--- src/rtl/fetch_pkg.sv ---
// Shared types and constants for the instruction fetch stage.
// Optional ack watchdog is enabled with FETCH_TIMEOUT_EN.
package fetch_pkg;

  localparam int FETCH_WIDTH   = 16;
  localparam int FETCH_TIMEOUT = 15;

  typedef enum logic [1:0] {
    IDLE,
    REQ,
    VALID,
    DRAIN
  } fetch_state_e;

  localparam logic [FETCH_WIDTH-1:0] ADDR_RST  = '0;
  localparam logic [FETCH_WIDTH-1:0] INSTR_RST = '0;

endpackage

--- src/rtl/fetch_timeout.sv ---
// Ack watchdog: counts consecutive busy cycles without a memory ack.
// Only instantiated when FETCH_TIMEOUT_EN is defined.
module fetch_timeout #(
  parameter int TIMEOUT = 15
) (
  input  logic clk_i,
  input  logic rst_ni,
  input  logic busy_i,
  input  logic ack_i,
  output logic expire_o
);

  localparam int CW = $clog2(TIMEOUT + 1);

  logic [CW-1:0] cnt_q, cnt_d;
  logic          wait_c;

  assign wait_c   = busy_i & ~ack_i;
  assign expire_o = wait_c & (cnt_q == CW'(TIMEOUT - 1));

  always_comb begin
    cnt_d = '0;
    if (wait_c && !expire_o) cnt_d = cnt_q + CW'(1);
  end

  always_ff @(posedge clk_i or negedge rst_ni) begin
    if (!rst_ni) cnt_q <= '0;
    else         cnt_q <= cnt_d;
  end

endmodule

--- src/rtl/fetch_unit.sv ---
// Instruction fetch stage: req/ack fetch into an instruction register.
// Define FETCH_TIMEOUT_EN to add the sticky ack-timeout Fault.
module fetch_unit
  import fetch_pkg::*;
#(
  parameter int WIDTH   = FETCH_WIDTH,
  parameter int TIMEOUT = FETCH_TIMEOUT
) (
  input  logic             CLK,
  input  logic             Reset_n,
  input  logic [WIDTH-1:0] PcValue,
  output logic             PcWrite,
  output logic [WIDTH-1:0] PcNext,
  input  logic             Redirect,
  input  logic [WIDTH-1:0] RedirectAddr,
  input  logic             Stall,
  output logic             MemReq,
  output logic [WIDTH-1:0] MemAddr,
  input  logic             MemAck,
  input  logic [WIDTH-1:0] MemData,
  output logic [WIDTH-1:0] Instr,
  output logic [WIDTH-1:0] InstrAddr,
  output logic             InstrValid,
  output logic             Fault
);

  fetch_state_e     state_q, state_d;
  logic [WIDTH-1:0] addr_q, addr_d;
  logic [WIDTH-1:0] instr_q, instr_d;
  logic [WIDTH-1:0] iaddr_q, iaddr_d;
  logic             ivalid_q, ivalid_d;
  logic             busy;
  logic             expire;
  logic             fault;

  assign busy = (state_q == REQ) | (state_q == DRAIN);

`ifdef FETCH_TIMEOUT_EN
  logic fault_q;

  fetch_timeout #(
    .TIMEOUT (TIMEOUT)
  ) u_timeout (
    .clk_i    (CLK),
    .rst_ni   (Reset_n),
    .busy_i   (busy),
    .ack_i    (MemAck),
    .expire_o (expire)
  );

  always_ff @(posedge CLK or negedge Reset_n) begin
    if (!Reset_n)    fault_q <= 1'b0;
    else if (expire) fault_q <= 1'b1;
  end

  assign fault = fault_q;
`else
  assign expire = 1'b0;
  assign fault  = 1'b0;
`endif

  // Redirect always wins the PC write port
  assign PcWrite = Reset_n & (Redirect | ((state_q == REQ) & MemAck));
  assign PcNext  = Redirect ? RedirectAddr : addr_q + WIDTH'(1);

  always_comb begin
    state_d  = state_q;
    addr_d   = addr_q;
    instr_d  = instr_q;
    iaddr_d  = iaddr_q;
    ivalid_d = ivalid_q;
    unique case (state_q)
      IDLE: begin
        if (!fault) begin
          state_d = REQ;
          addr_d  = Redirect ? RedirectAddr : PcValue;
        end
      end
      REQ: begin
        if (MemAck) begin
          if (Redirect) begin
            addr_d = RedirectAddr;
          end else begin
            instr_d  = MemData;
            iaddr_d  = addr_q;
            ivalid_d = 1'b1;
            state_d  = VALID;
          end
        end else if (Redirect) begin
          state_d = DRAIN;
        end
      end
      VALID: begin
        if (Redirect) begin
          ivalid_d = 1'b0;
          state_d  = REQ;
          addr_d   = RedirectAddr;
        end else if (!Stall) begin
          ivalid_d = 1'b0;
          state_d  = REQ;
          addr_d   = PcValue;
        end
      end
      DRAIN: begin
        // PC is not yet updated for a redirect in this same cycle
        if (MemAck) begin
          state_d = REQ;
          addr_d  = Redirect ? RedirectAddr : PcValue;
        end
      end
      default: state_d = IDLE;
    endcase
    if (expire) state_d = IDLE;
  end

  always_ff @(posedge CLK or negedge Reset_n) begin
    if (!Reset_n) begin
      state_q  <= IDLE;
      addr_q   <= WIDTH'(ADDR_RST);
      instr_q  <= WIDTH'(INSTR_RST);
      iaddr_q  <= WIDTH'(ADDR_RST);
      ivalid_q <= 1'b0;
    end else begin
      state_q  <= state_d;
      addr_q   <= addr_d;
      instr_q  <= instr_d;
      iaddr_q  <= iaddr_d;
      ivalid_q <= ivalid_d;
    end
  end

  assign MemReq     = busy;
  assign MemAddr    = addr_q;
  assign Instr      = instr_q;
  assign InstrAddr  = iaddr_q;
  assign InstrValid = ivalid_q;
  assign Fault      = fault;

endmodule

--- config.mk ---
export PLATFORM = sky130hd
export DESIGN_NAME = fetch_unit
export DESIGN_NICKNAME = d
export VERILOG_FILES = /design/src/rtl/fetch_pkg.sv /design/src/rtl/fetch_timeout.sv /design/src/rtl/fetch_unit.sv
export SDC_FILE = /design/constraint.sdc
export NUM_CORES = 1
export LEC_CHECK = 0
export CORE_MARGIN = 5
export CORE_UTILIZATION = 40
export CTS_BUF_LIST = sky130_fd_sc_hd__clkbuf_8
export CTS_CLUSTER_DIAMETER = 120
export DETAILED_ROUTE_END_ITERATION = 8
export PLACE_DENSITY = 0.77
export SKIP_CTS_REPAIR_TIMING = 1
export SLEW_MARGIN = 40
export SYNTH_ARGS = -nofsm -noshare
export SYNTH_HDL_FRONTEND = slang
export SYNTH_HIERARCHICAL = 1
export SYNTH_SLANG_ARGS = --single-unit
--- constraint.sdc ---
create_clock -name CLK -period 5.2 [get_ports CLK]
set_input_delay 0.78 -clock CLK [delete_from_list [all_inputs] [get_ports CLK]]
set_output_delay 0.78 -clock CLK [all_outputs]
set_load 0.005 [all_outputs]
# After elaboration in Yosys (flattened, before gate mapping)
# Index checks and enable logic that the tools add are counted.
[classes]
n_addsub = 1
mul = 0
div = 0
n_lt_le_gt_ge = 0
n_eq_ne = 10
n_shift = 0
mux = 20
bitwise = 5
n_reduce_logical = 6
[ops]
columns = ["operator", "n"]
rows = [
  ["$mux W16", 7],
  ["$pmux W16 S4", 1],
  ["$add A16 B1 Y16 const B", 1],
  ["$mux W2", 6],
  ["$reduce_and A4 Y1", 3],
  ["$ne A3 B3 Y1 const B", 3],
  ["$ne A2 B2 Y1 const B", 4],
  ["$pmux W2 S4", 1],
  ["$eq A2 B2 Y1 const B", 2],
  ["$mux W1", 4],
  ["$reduce_and A3 Y1", 1],
  ["$and A1 B1 Y1", 2],
  ["$eq A2 B1 Y1 const B", 1],
  ["$logic_not A2 Y1", 1],
  ["$or A1 B1 Y1", 2],
  ["$pmux W1 S2", 1],
  ["$reduce_bool A2 Y1", 1],
  ["$not A1 Y1", 1],
]
[totals]
reg_bits = 51
latchBits = 0
ram_bits = 0
romBits = 0
out_inout_bits = 68
word_cells = 47
memories = 0

# Logic depth before layout (Yosys ltp)
[logic_depth]
depth_word = 4
depth_mapped = 6
mapped_depth_nobuf = 5

# Least setup slack after synthesis
# OpenSTA, ideal clock, no wires.
[synth_timing]
path_kind = "register to output"
startpoint = "register addr_q[0] (netlist: MemAddr[0])"
endpoint = "output port PcNext[14]"
arrival_time_ns = 1.495
setup_slack_ns = 2.925
path_stages_with_launch = 6
path_buffers = 0
path_cell_list = "dfrtp_1 > ha_1 > nand3_1 > nor4_2 > xor2_1 > mux2_2"
[synth_between]
elab_chain_len = 2
[synth_rtl]
columns = ["item", "line", "text"]
rows = [
  ["start, declared", "fetch_unit.sv:28", "logic [WIDTH-1:0] addr_q, addr_d;"],
  ["start signal, assigned", "fetch_unit.sv:119", "addr_q <= WIDTH'(ADDR_RST);"],
  ["start signal, assigned", "fetch_unit.sv:125", "addr_q <= addr_d;"],
  ["$add A16 B1 Y16", "fetch_unit.sv:64", "assign PcNext = Redirect ? RedirectAddr : addr_q + WIDTH'(1);"],
  ["$mux W16", "fetch_unit.sv:64", ""],
  ["end, declared", "fetch_unit.sv:13", "output logic [WIDTH-1:0] PcNext,"],
]
# Every way passes these cells.

# Final worst setup path
[layout_timing]
startpoint = "input port Redirect"
endpoint = "output port PcNext[15]"
[layout_between]
elab_chain_len = 1
[layout_rtl]
columns = ["item", "line", "text"]
rows = [
  ["start, declared", "fetch_unit.sv:14", "input logic Redirect,"],
  ["$mux W16", "fetch_unit.sv:64", ""],
]
# Every way passes these cells.

==> results.json <==
{
  "run_status": "finished clean",
  "cts.htree.levels": 2,
  "placed_cells": 424,
  "gr-total-overflow": 0,
  "min_from": "InstrAddr[9]",
  "cap_violations": 0,
  "clock.fmax_ghz": 0.2764,
  "design.final.nets": 405,
  "r2r_setup_slack_ns": 3.29,
  "max_slew_margin_pct": 54.17,
  "num_vias": 2165,
  "die_area_um2": 8707,
  "synth_area_per_cell_um2": 11.76,
  "maxSlewViolCount": 0,
  "yosys-top-cells-area": "dfrtp_1, mux2_4, mux2i_1",
  "holdPathEnd": "InstrAddr[9]",
  "rows": 30,
  "worst_hold_path_type": "flip-flop to flip-flop",
  "dr.first_iter.drc_count": 55,
  "worstReg2RegEnd": "MemAddr[6]",
  "end_kind": "output pin",
  "tightest_slew_ns": 0.6875,
  "die_y_um": 93.31,
  "clkSlewWorstSetupHoldPaths_ns": 0.08,
  "finalSetupTns_ns": 0,
  "routed_wl_um": 6993,
  "ir_drop_v": 0.0002205,
  "cts_max_path_buffers": 2,
  "place_congestion": 0.7598,
  "yosysWarnings": 6,
  "antenna_found_initial": 0,
  "clk_latency_ns": 0.30,
  "finalSetupViolations": 0,
  "via_per_inst": 5.023,
  "startpoint_type": "input port",
  "yosysSeqAreaShare_pct": 45.97,
  "min_period_ns": 3.619,
  "hold_depth": 1,
  "timing.rr.start": "state_q[0]",
  "crit_type": "input port to output pin",
  "numClockSinks": 51,
  "initial_utilization_pct": 41.09,
  "rsz0062_at_grt": "false",
  "critPathArrivalTime_ns": 2.84,
  "nFillCells": 593,
  "post-route-period-util_pct": 69.59,
  "power_uw": 1663,
  "power.leakage_uw": 0.001662,
  "core_um2": 6756,
  "yosys.area.top_type": "dfrtp_1",
  "syn2layout_area_growth_pct": 46.19,
  "reg2regPathDepth": 5,
  "grt_max_degree": 52,
  "finalNonFillerCells": 431,
  "path_max_fanout": 17,
  "synthDistinctLibCells": 34,
  "port-buffer-count": 119,
  "dp_hpwl_um": 5256,
  "die_x_um": 93.31,
  "timing.final.hold_violations": 0,
  "dr.pass1.iters": 4,
  "cts_buffers": 5,
  "synth_nets": 290,
  "clockRootBuffer": "clkbuf_8",
  "finish.utilization_pct": 60.07,
  "ios": 121,
  "cts_tree": "yes",
  "syn-cell-area_um2": 2776,
  "synth_top_area_share_pct": 45.97,
  "powerDensity_nw_per_um2": 409.7,
  "skew_ns": 0.005441,
  "globalRouteTotalUtil_pct": 16.21,
  "grt_pass1_vias": 2330,
  "drc": 0,
  "synth_seq_cells": 51,
  "final_layout_size_suffix_gt1_share_pct": 15.38,
  "diodes": 0,
  "wl_per_cell_um": 16.23,
  "grt_pass1_wl_um": 11240,
  "ant_nets": 0,
  "syn_inst": 236,
  "crit_required_ns": 4.42
}
## registers in the layout, indices dropped and copies added, names as in the netlist
signal	flops
InstrAddr	16
Instr	16
MemAddr	16
state_q	2
InstrValid	1
## cell families after synthesis
kind of cell             count (synthesis)  share of synthesized area, %
XOR/XNOR                                14                         4.416
flip-flops                              51                         45.97
buffers and inverters                   17                         5.047
AND/OR/NAND/NOR                         63                         12.44
multiplexers                            52                         24.43
AO/OA/AOI/OAI                           37                         7.121
other                                    1                        0.1351
adder cells (fa/ha/maj)                  1                        0.4506
## layout make-up
| type | instances | area, µm² | share of cell area, % |
|---|---|---|---|
| clock buffers | 5 | 68.82 | 1.695 |
| clock inverters | 2 | 33.78 | 0.8323 |
| inverters | 3 | 11.26 | 0.2774 |
| multi-input cells | 168 | 1360 | 33.51 |
| flip-flops and latches | 51 | 1276 | 31.44 |
| repair buffers | 122 | 1209 | 29.78 |
| well taps | 80 | 100.1 | 2.466 |
## worst max-delay path, cell delays in order
cell             delay (ns)
clkdlybuf4s50_1        0.82
clkinv_1               0.41
mux2_2                 0.32
clkdlybuf4s50_1        0.50
## how the worst max path moves through the flow
stage               startpoint          to  cells after the start
global placement      Redirect  PcNext[13]                      4
floorplan           MemAddr[0]  PcNext[14]                      5
global route          Redirect  PcNext[15]                      4
finish                Redirect  PcNext[15]                      4
CTS                   Redirect  PcNext[15]                      4
detailed placement    Redirect  PcNext[15]                      4
## cells in the final DEF, fill, tap and decap left out, drive strengths merged, types with 4 or more instances in the layout
cell type        n
clkdlybuf4s50  118
dfrtp           51
mux2            36
nor2            23
a21oi           18
nand2           17
o21ai           16
mux2i           16
xnor2           10
nand3            5
clkbuf           5
xor2             4
nor3             4
buf              4
## stage by stage
| stage | setup slack, ns | area [µm²] | hold slack [ns] |
|---|---|---|---|
| after floorplan | 2.925 | 2776 | 0.4844 |
| after global placement | 1.601 | 3956 | 0.4877 |
| after detailed placement | 1.580 | 3956 | 0.4954 |
| after CTS | 1.582 | 4059 | 0.5173 |
| after global routing | 1.457 | 4059 | 0.5383 |
| final | 1.581 | 4059 | 0.5117 |
## routing by layer
layer	vias up	global-route usage, %	wire length [µm]
met4	0	4.518	94
met5	-	0	0
met3	10	4.103	505
met1	1028	20.45	3123
met2	82	27.46	3270
li1	1045	-	-
## synth_stat cells, drive strengths merged
| cell type | n |
|---|---|
| buf | 12 |
| clkbuf | 2 |
| o21ai | 16 |
| clkinv | 1 |
| xor2 | 4 |
| mux2 | 36 |
| dfrtp | 51 |
| inv | 2 |
| nor2b | 3 |
| nand3 | 5 |
| and2b | 3 |
| a31oi | 1 |
| mux2i | 16 |
| a22oi | 1 |
| and3 | 1 |
| a21oi | 18 |
| a22o | 1 |
| nor2 | 23 |
| nor4 | 3 |
| ha | 1 |
| nand4 | 3 |
| conb | 1 |
| nor3 | 4 |
| nand2 | 17 |
| nor3b | 1 |
| xnor2 | 10 |
## power breakdown
group | internal (µW) | total (µW) | leakage (µW) | switching, µW
clock | 139 | 266 | 0.0000554 | 127
sequential | 533 | 656 | 0.000577 | 123
combinational | 509 | 741 | 0.00103 | 231
No activity file was read; power rests on OpenSTA's default activity.
